<file path="src/rtl/prga.sv">
// prga: RC4 keystream generator that decrypts a length-prefixed ciphertext memory into plaintext.
// Optional printable-ASCII verdict on pt_ok is enabled with `define PRGA_ASCII_CHECK_EN.
module prga (
    input  logic       clk,
    input  logic       rst_n,
    input  logic       en,
    output logic       rdy,
    output logic [7:0] s_addr,
    input  logic [7:0] s_rddata,
    output logic [7:0] s_wrdata,
    output logic       s_wren,
    output logic [7:0] ct_addr,
    input  logic [7:0] ct_rddata,
    output logic [7:0] pt_addr,
    output logic [7:0] pt_wrdata,
    output logic       pt_wren,
    output logic       pt_ok
);

    typedef enum logic [3:0] {
        IDLE,
        RD_LEN,
        GET_LEN,
        WR_LEN,
        RD_SI,
        GET_SI,
        RD_SJ,
        GET_SJ,
        WR_SI,
        WR_SJ,
        PAD_IDX,
        RD_PAD,
        GET_PAD,
        WR_PT,
        DONE
    } state_t;

    state_t     state, state_nx;
    logic [7:0] i, j, k, len;
    logic [7:0] si, sj, pidx, pad, c;
    logic [7:0] pt_byte;

    assign pt_byte = pad ^ c;

    always_ff @(posedge clk) begin
        if (!rst_n) state <= IDLE;
        else        state <= state_nx;
    end

    // Write enables are gated by rst_n so a reset landing on a write state issues nothing.
    always_comb begin
        state_nx  = state;
        rdy       = 1'b0;
        s_addr    = 8'h00;
        s_wrdata  = 8'h00;
        s_wren    = 1'b0;
        ct_addr   = 8'h00;
        pt_addr   = 8'h00;
        pt_wrdata = 8'h00;
        pt_wren   = 1'b0;
        case (state)
            IDLE: begin
                rdy = 1'b1;
                if (en) state_nx = RD_LEN;
            end
            RD_LEN: begin
                ct_addr  = 8'h00;
                state_nx = GET_LEN;
            end
            GET_LEN: state_nx = WR_LEN;
            WR_LEN: begin
                pt_addr   = 8'h00;
                pt_wrdata = len;
                pt_wren   = rst_n;
                state_nx  = (len == 8'h00) ? DONE : RD_SI;
            end
            RD_SI: begin
                s_addr   = i + 8'd1;
                state_nx = GET_SI;
            end
            GET_SI: state_nx = RD_SJ;
            RD_SJ: begin
                s_addr   = j;
                state_nx = GET_SJ;
            end
            GET_SJ: state_nx = WR_SI;
            WR_SI: begin
                s_addr   = j;
                s_wrdata = si;
                s_wren   = rst_n;
                state_nx = WR_SJ;
            end
            WR_SJ: begin
                s_addr   = i;
                s_wrdata = sj;
                s_wren   = rst_n;
                state_nx = PAD_IDX;
            end
            // Registers si+sj so the pad read address comes straight from a flop.
            PAD_IDX: state_nx = RD_PAD;
            RD_PAD: begin
                s_addr   = pidx;
                ct_addr  = k;
                state_nx = GET_PAD;
            end
            GET_PAD: state_nx = WR_PT;
            WR_PT: begin
                pt_addr   = k;
                pt_wrdata = pt_byte;
                pt_wren   = rst_n;
                state_nx  = (k == len) ? DONE : RD_SI;
            end
            DONE: begin
                rdy      = 1'b1;
                state_nx = en ? RD_LEN : IDLE;
            end
            default: state_nx = IDLE;
        endcase
    end

    always_ff @(posedge clk) begin
        if (!rst_n) begin
            i    <= 8'h00;
            j    <= 8'h00;
            k    <= 8'h00;
            len  <= 8'h00;
            si   <= 8'h00;
            sj   <= 8'h00;
            pidx <= 8'h00;
            pad  <= 8'h00;
            c    <= 8'h00;
        end else begin
            case (state)
                IDLE, DONE: begin
                    i <= 8'h00;
                    j <= 8'h00;
                    k <= 8'h00;
                end
                GET_LEN: len <= ct_rddata;
                WR_LEN:  k <= 8'd1;
                RD_SI:   i <= i + 8'd1;
                GET_SI: begin
                    si <= s_rddata;
                    j  <= j + s_rddata;
                end
                GET_SJ:  sj <= s_rddata;
                PAD_IDX: pidx <= si + sj;
                GET_PAD: begin
                    pad <= s_rddata;
                    c   <= ct_rddata;
                end
                WR_PT: if (k != len) k <= k + 8'd1;
                default: ;
            endcase
        end
    end

`ifdef PRGA_ASCII_CHECK_EN
    logic ok_q;
    always_ff @(posedge clk) begin
        if (!rst_n)
            ok_q <= 1'b1;
        else if (rdy && en)
            ok_q <= 1'b0;
        else if (state == WR_LEN)
            ok_q <= 1'b1;
        else if (state == WR_PT && (pt_byte < 8'h20 || pt_byte > 8'h7E))
            ok_q <= 1'b0;
    end
    assign pt_ok = ok_q;
`else
    assign pt_ok = 1'b1;
`endif

endmodule
</file>
<file path="config.mk">
export PLATFORM = sky130hd
export DESIGN_NAME = prga
export DESIGN_NICKNAME = d
export VERILOG_FILES = /design/src/rtl/prga.sv
export SDC_FILE = /design/constraint.sdc
export NUM_CORES = 1
export LEC_CHECK = 0
export CAP_MARGIN = 20
export CORE_MARGIN = 2
export CORE_UTILIZATION = 55
export CTS_BUF_LIST = sky130_fd_sc_hd__clkbuf_16
export DETAILED_ROUTE_END_ITERATION = 7
export PLACE_DENSITY = 0.82
export SETUP_SLACK_MARGIN = 0.2
export SLEW_MARGIN = 10
export SYNTH_ARGS = -nofsm -noshare
export SYNTH_HDL_FRONTEND = slang
export SYNTH_SLANG_ARGS = --single-unit
export TNS_END_PERCENT = 20
</file>
<file path="constraint.sdc">
create_clock -name clk -period 1.9 [get_ports clk]
set_input_delay 0.285 -clock clk [delete_from_list [all_inputs] [get_ports clk]]
set_output_delay 0.285 -clock clk [all_outputs]
set_load 0.01 [all_outputs]
</file>
* Word level (Yosys, flattened, before mapping)
Cells that the tools add are included.
Word-level totals: register bits 76, bits in latches 0, RAM bits 0, ROM bits 0, input bits 19, output and inout port bits 44, word-level logic and storage cells 60, memories 0
Operators by class: $add $sub $neg 4, multipliers 0, div/mod/pow operators 0, order comparisons 0, equal/unequal tests 18, shift-type cells 0, muxes and demuxes 17, bitwise logic cells 1, reductions and logical operators 10
Operators by type and width (number):
- $pmux W8 S2 | 4
- $pmux W4 S15 | 1
- $pmux W8 S4 | 1
- $eq A4 B4 Y1 const B | 7
- $mux W8 | 3
- $pmux W8 S3 | 1
- $add A8 B1 Y8 const B | 2
- $add A8 B8 Y8 | 2
- $eq A4 B3 Y1 const B | 4
- $mux W4 | 3
- $eq A4 B2 Y1 const B | 2
- $eq A8 B8 Y1 | 1
- $logic_not A8 Y1 | 1
- $ne A8 B8 Y1 | 1
- $reduce_or A2 Y1 | 4
- $xor A8 B8 Y8 | 1
- $eq A4 B1 Y1 const B | 1
- $logic_not A4 Y1 | 1
- $mux W1 | 4
- $ne A2 B2 Y1 const B | 2
- $reduce_bool A2 Y1 | 2
- $reduce_bool A3 Y1 | 1
- $reduce_and A2 Y1 | 1

* Longest topological paths before layout
Gate-level depths: netlist of run 1.
depth in word-level cells 4, mapped depth 7

* Worst setup path after synthesis of run 1
Ideal clock, no wire load.
path kind flip-flop to output port, from register state[1], to output port s_addr[7], arrival time 1463 ps, required time 1615 ps, slack 152 ps, cell stages (with the launch flop) 7, buffers on the path 1, path through dfxtp_1 -> and2b_2 -> nand2b_1 -> buf_2 -> a21oi_1 -> a222oi_1 -> o21ai_0
On the way: word-level cells in the longest chain between the ends 3, elaborated cells on any way between the ends 7
RTL lines:
- start, declared | line 38 | state_t state, state_nx;
- start signal, assigned | line 47 | else state <= state_nx;
- $eq A4 B4 Y1 / $eq A4 B3 Y1 (equally long branches) | line 61 | case (state)
- $reduce_or A2 Y1 (no line)
- $pmux W8 S4 (*) | line 61
- end, declared | line 8 | output logic [7:0] s_addr,
Every way passes the cells marked *; elsewhere a longest branch is shown, timed or not.

* Final worst setup path of run 1
from register state[3], to output port s_addr[0]
Same word-level chain as after synthesis.

==> results of run 1 <==
flip-flops by register name (all words and copies together), names as in the netlist:
name and cells:
c 8, i 8, j 8, k 8
len 8, pad 8, pidx 8, si 8
sj 8, state 4
Yosys cell counts (all sizes together), types with 5 or more instances:
| cell | instances | area share (%) |
|---|---|---|
| nor3 | 9 | 1.5 |
| or4 | 5 | 0.87 |
| o21a | 6 | 1.0 |
| and2 | 13 | 1.9 |
| ha | 16 | 4.6 |
| nor2 | 48 | 4.2 |
| buf | 16 | 2.2 |
| a22oi | 5 | 0.87 |
| xnor2 | 23 | 4.6 |
| or3 | 9 | 1.3 |
| dfxtp | 76 | 35 |
| nand3 | 12 | 1.6 |
| a21o | 6 | 1.0 |
| o21ai | 33 | 3.8 |
| mux2i | 14 | 3.2 |
| nand3b | 5 | 0.87 |
| a21oi | 66 | 7.6 |
| nand2b | 6 | 0.87 |
| xor2 | 7 | 1.4 |
| nand2 | 119 | 10 |
| clkbuf | 14 | 1.2 |
cells by family after synthesis:
logic type / count (synthesis) / synth area share (%)
xor gates and xnor gates: 30 / 6.06
adders and majority gates: 18 / 5.54
muxes: 14 / 3.23
DFF: 76 / 35.1
AOI/OAI and AO/OA: 145 / 20.2
buffers and inverters: 34 / 3.78
other: 1 / 0.0865
and+or+nand+nor: 243 / 26.0
cell usage in the layout, fill, tap and decap left out, types with 10 or more instances in the layout:
cell type	count
dfxtp_1	62
nor2_1	31
nor2_4	13
xnor2_1	23
clkdlybuf4s50_1	11
clkbuf_16	10
buf_4	86
buf_2	29
o21ai_0	16
buf_6	38
nand2_1	110
nand3_1	10
a21oi_1	58
o21ai_1	11
worst max-delay path: stages (launching register included):
cell	delay (ns)
dfxtp_4	0.37
buf_8	0.13
buf_6	0.12
nand2_4	0.08
nor2_4	0.04
buf_4	0.16
a221oi_1	0.45
nand2_2	0.12
buf_6	0.15
report_power, final:
part | switching, W | internal, W
Combinational | 0.000412 | 0.000325
Sequential | 0.0000284 | 0.00160
Clock | 0.000724 | 0.00114
Total | 0.00116 | 0.00307
how the worst max path moves through the flow:
stage                      from   endpoint  cells after the start
floorplan                  j[2]       j[7]                      6
finish                 state[3]  s_addr[0]                      8
CTS                    state[1]  s_addr[7]                      7
global route           state[1]  s_addr[0]                      8
detailed placement  s_rddata[0]       j[6]                      8
global placement    s_rddata[2]       j[7]                      7
final cells by class:
| class | instances | area [µm²] | share of cell area (%) |
|---|---|---|---|
| timing repair buffer | 178 | 1540 | 22.4 |
| sequential | 76 | 1560 | 22.7 |
| tap | 102 | 128 | 1.86 |
| inverter | 4 | 15.0 | 0.219 |
| clock buffer | 9 | 225 | 3.28 |
| multi-input combinational | 451 | 3310 | 48.2 |
| clock inverter | 7 | 85.1 | 1.24 |
metal layers:
metal	vias up	wire length, µm
met5	-	0
met4	0	2440
met3	254	2720
met2	611	9460
met1	2613	6970
li1	2286	-
stage by stage:
| step | worst slack, ns | util [%] | instances |
|---|---|---|---|
| after global placement | -0.319 | 72.7 | 779 |
| after CTS | -0.136 | 81.4 | 814 |
| after detailed placement | -0.430 | 72.7 | 779 |
| after floorplan | 0.180 | - | 561 |
| after global routing | -0.579 | 89.2 | 827 |
| final | -0.350 | 89.2 | 827 |
repair_timing:
item                       in CTS  in global routing
pin swaps                      39                 61
buffers inserted               18                 11
gates resized for setup       256                140
cloned                          1                  2
setup endpoints to repair      62                101
==> impl_metrics.json, run 1 <==
{
  "outcome": "finished with violations",
  "failed_checks": "negative setup slack",
  "grt_use_met1_pct": 45.1,
  "synth_cells": 561,
  "hold_viol": 0,
  "numCtsBuffers": 9,
  "clock_latency_ns": 0.35,
  "hold_depth": 4,
  "area_growth_pct": 58.2,
  "start_util_pct": 56.4,
  "drt_pre_antenna_iters": 6,
  "core_um2": 7690,
  "grt_max_degree": 53,
  "power.density_nw_per_um2": 617,
  "cts_max_level": 3,
  "grt_pass1_wl_mm": 26.1,
  "use_met3_pct": 7.81,
  "crit_path_end_kind": "output port",
  "p_total_w": 0.00423,
  "rsz0062_at_grt": "yes",
  "die_h_um": 92.8,
  "finalSetupViolations": 56,
  "cts.sinks": 76,
  "cts_tree": "built",
  "hold_class": "input port to flip-flop",
  "post-route-drc-count": 0,
  "yosysSeqAreaShare_pct": 35.1,
  "fin_ws_ns": -0.350,
  "filler_cell_count": 317,
  "fin_skew_ns": 0.0104,
  "wl_per_cell_um": 26.1,
  "fmax_mhz": 444,
  "row_count": 32,
  "synth.avg_cell_area_um2": 7.72,
  "min_to": "pad[3]",
  "rrSetupSlack_ns": -0.22,
  "synth-edff-count": 0,
  "ant_nets": 0,
  "r2r_cells": 9,
  "io_pins": 63,
  "worstMarginPinSlew_ns": 0.588,
  "wirelength_mm": 21.6,
  "p_leak_nw": 2.74,
  "diodes": 0,
  "critPathMaxFanout": 5,
  "finalHoldWorstSlack_ns": 0.379,
  "first_iter_violations": 814,
  "max_cap_viol_count": 0,
  "fin_nets": 757,
  "dieArea_um2": 8600,
  "tns_ns": -6.50,
  "ys_warn_count": 0,
  "slew_violations": 0,
  "synth_nets": 598,
  "clockBufferDepth": 2,
  "synth-async-reset-ratio_pct": 0,
  "vias_per_cell": 6.97,
  "grt_usage_pct": 38.8,
  "ir_worst_vdd_uv": 448,
  "dieWidth_um": 92.8,
  "period_minus_slack_ns": 2.25,
  "synth.distinct_cells": 55,
  "cts_hold_buf": 0,
  "dp_hpwl_mm": 9.77,
  "io_buffers": 61,
  "grt_overflow": 0,
  "grt_pass1_vias": 5108,
  "drive_gt1_share_pct": 40.0,
  "clockRootBuffer": "clkbuf_16",
  "worstHoldStart": "s_rddata[3]",
  "antenna_found_initial": 0,
  "use_met2_pct": 64.6,
  "worstReg2RegStart": "state[1]",
  "r2r_end": "k[2]",
  "synth_area_um2": 4330,
  "busiest_layer": "met2",
  "critical_path_class": "flip-flop to output port",
  "postLayoutCellArea_um2": 6860,
  "gp_congestion": 0.978,
  "vias": 5764,
  "cp.arrival_ns": 1.97,
  "critPathLaunchType": "flip-flop",
  "fin_crit_sh_pct": 118,
  "synth_seq_cells": 76,
  "worstPathRequired_ns": 1.62,
  "slew_headroom_pct": 60.6,
  "ys.flop_type": "dfxtp_1",
  "placed_area_um2": 5590,
  "path_clk_slew_ns": 0.06
}
(Power assumes the default switching activity.)
==> inputs of run 2 (changes only) <==
ABC_AREA = 1   (was not set)
==> impl_metrics.json, run 2 <==
{
  "outcome": "finished with violations",
  "failed_checks": "negative setup slack",
  "clockBufferDepth": 2,
  "filler_cell_count": 525,
  "worstPathRequired_ns": 1.62,
  "cts_max_level": 3,
  "power_frac_clock_pct": 39.4,
  "synth.avg_cell_area_um2": 6.88,
  "row_count": 32,
  "ir_worst_vdd_uv": 503,
  "internal-power_w": 0.00286,
  "clock_latency_ns": 0.34,
  "max_cap_viol_count": 0,
  "synth_seq_cells": 76,
  "crit_path_end_kind": "output port",
  "dieArea_um2": 8500,
  "synth-edff-count": 0,
  "dp_hpwl_mm": 9.16,
  "tns_ns": -0.992,
  "dieWidth_um": 92.2,
  "p_leak_nw": 2.61,
  "fin_crit_sh_pct": 109,
  "io_buffers": 61,
  "antenna_found_initial": 0,
  "first_iter_violations": 640,
  "vias": 5168,
  "grt_usage_pct": 33.6,
  "diodes": 0,
  "die_h_um": 92.2,
  "vias_per_cell": 6.00,
  "hold_viol": 0,
  "yosysTopAreaCellShare_pct": 35.5,
  "start_util_pct": 56.0,
  "wl_per_cell_um": 18.0,
  "r2r_cells": 12,
  "drive_gt1_share_pct": 28.9,
  "path_clk_slew_ns": 0.06,
  "grt_pass1_wl_mm": 22.6,
  "ant_nets": 0,
  "cts.sinks": 76,
  "worstReg2RegStart": "i[1]",
  "hold_class": "flip-flop to flip-flop",
  "fin_skew_ns": 0.00776,
  "period_minus_slack_ns": 2.08,
  "fmax_mhz": 482,
  "critical_path_class": "flip-flop to output port",
  "grt_max_degree": 45,
  "finalHoldWorstSlack_ns": 0.500,
  "r2r_end": "i[5]",
  "p_switching_w": 0.00125,
  "fin_ws_ns": -0.177,
  "area_growth_pct": 39.3,
  "seq_power_share_pct": 41.4,
  "grt_pass1_vias": 4745,
  "cp.arrival_ns": 1.79,
  "synth_area_um2": 4280,
  "cts_hold_buf": 0,
  "critPathMaxFanout": 3,
  "synth.distinct_cells": 41,
  "synth_cells": 622,
  "post-route-drc-count": 0,
  "yosysMostFrequentCell": "nor2_1",
  "yosysSeqAreaShare_pct": 35.5,
  "finalSetupViolations": 23,
  "fin_nets": 792,
  "yosysTopAreaCell": "dfxtp_1",
  "power.density_nw_per_um2": 689,
  "rrSetupSlack_ns": -0.14,
  "ys_top_cells_by_area": "dfxtp_1 (36%), nor2_1 (9.5%), nand2_1 (9.4%)",
  "gp_congestion": 0.950,
  "clockRootBuffer": "clkbuf_16",
  "ys.flop_type": "dfxtp_1",
  "grt_overflow": 0,
  "layout_common_cells": "nand2_1 (97), nor2_1 (97), dfxtp_1 (69)",
  "critPathLaunch": "i[1]",
  "synth-async-reset-ratio_pct": 0,
  "slew_violations": 0,
  "numCtsBuffers": 9,
  "drt_pre_antenna_iters": 5,
  "ys_warn_count": 0,
  "combPwrFrac_pct": 19.2,
  "synth_nets": 659,
  "critPathLaunchType": "flip-flop",
  "cts_tree": "built",
  "endpoint": "s_addr[5]",
  "io_pins": 63,
  "core_um2": 7650,
  "fin_util_pct": 78.0,
  "swShare_pct": 30.5,
  "wirelength_mm": 15.5,
  "synth_common_cells": "nor2_1 (108), nand2_1 (107), dfxtp_1 (76)",
  "rsz0062_at_grt": "yes"
}
[run 2: critical path, stage by stage, from the launching register on]
cell,delay [ns]
dfxtp_4,0.39
buf_6,0.10
nand4_1,0.17
buf_4,0.20
o21ai_2,0.14
nand3b_1,0.17
nand2_1,0.13
buf_2,0.15
[run 2: worst min-delay path by stage]
stage / from / to / slack [ns] / depth (start not counted)
after floorplan: ct_rddata[6] / c[6] / 0.42 / 2
after global placement: i[7] / i[7] / 0.47 / 2
after detailed placement: i[7] / i[7] / 0.48 / 2
after CTS: i[7] / i[7] / 0.48 / 2
after global routing: state[0] / state[0] / 0.51 / 1
final: state[0] / state[0] / 0.50 / 1
[run 2: through the flow]
stage                     worst slack (ns)  cell area, µm²  power (W)  instances
after floorplan                      0.318            4280    0.00209        622
after global placement              -0.174            5250    0.00233        808
after detailed placement            -0.187            5250    0.00235        808
after CTS                          0.00823            5790    0.00397        856
after global routing                -0.192            5960    0.00422        862
final                               -0.177            5960    0.00411        862
[run 2: final cells by class]
type / instances / area, µm² / area share [%]
repair buffers: 141 / 1120 / 18.8
inverters: 62 / 248 / 4.15
repair inverters: 2 / 10.0 / 0.168
well taps: 102 / 128 / 2.14
clock buffers: 9 / 225 / 3.78
clock inverters: 7 / 48.8 / 0.818
flip-flops and latches: 76 / 1550 / 25.9
multi-input cells: 463 / 2640 / 44.3
[run 2: kinds of logic after synthesis]
kind of cell / count (synthesis) / synth area share (%)
XOR/XNOR: 15 / 3.07
flip-flops: 76 / 35.5
buffers and inverters: 84 / 8.01
AND/OR/NAND/NOR: 289 / 29.5
adder cells (fa/ha/maj): 18 / 5.61
other: 1 / 0.0876
AO/OA/AOI/OAI: 139 / 18.2
[run 2: layer usage]
layer | part of all wire (%) | track usage, %
met3 | 8.8 | 3.94
met1 | 38 | 41.9
met2 | 48 | 56.6
met4 | 5.3 | 18.0
met5 | 0 | 0
[run 2: what timing repair did]
item	CTS	global route
endpoints found under the hold margin	0	0
cloned	3	3
buffers inserted	29	3
pin swaps	16	17
setup endpoints to repair	53	68
gates resized for setup	179	98
[run 2: power by group through the flow]
| stage | clock (W) | combinational [W] | sequential, W |
|---|---|---|---|
| 2_1_floorplan | 0 | 0.000377 | 0.00171 |
| 4_1_cts | 0.00159 | 0.000684 | 0.00170 |
| 6_report | 0.00162 | 0.000787 | 0.00170 |
| 3_3_place_gp | 0 | 0.000612 | 0.00172 |
| 3_5_place_dp | 0 | 0.000624 | 0.00172 |
| 5_1_grt | 0.00168 | 0.000836 | 0.00171 |
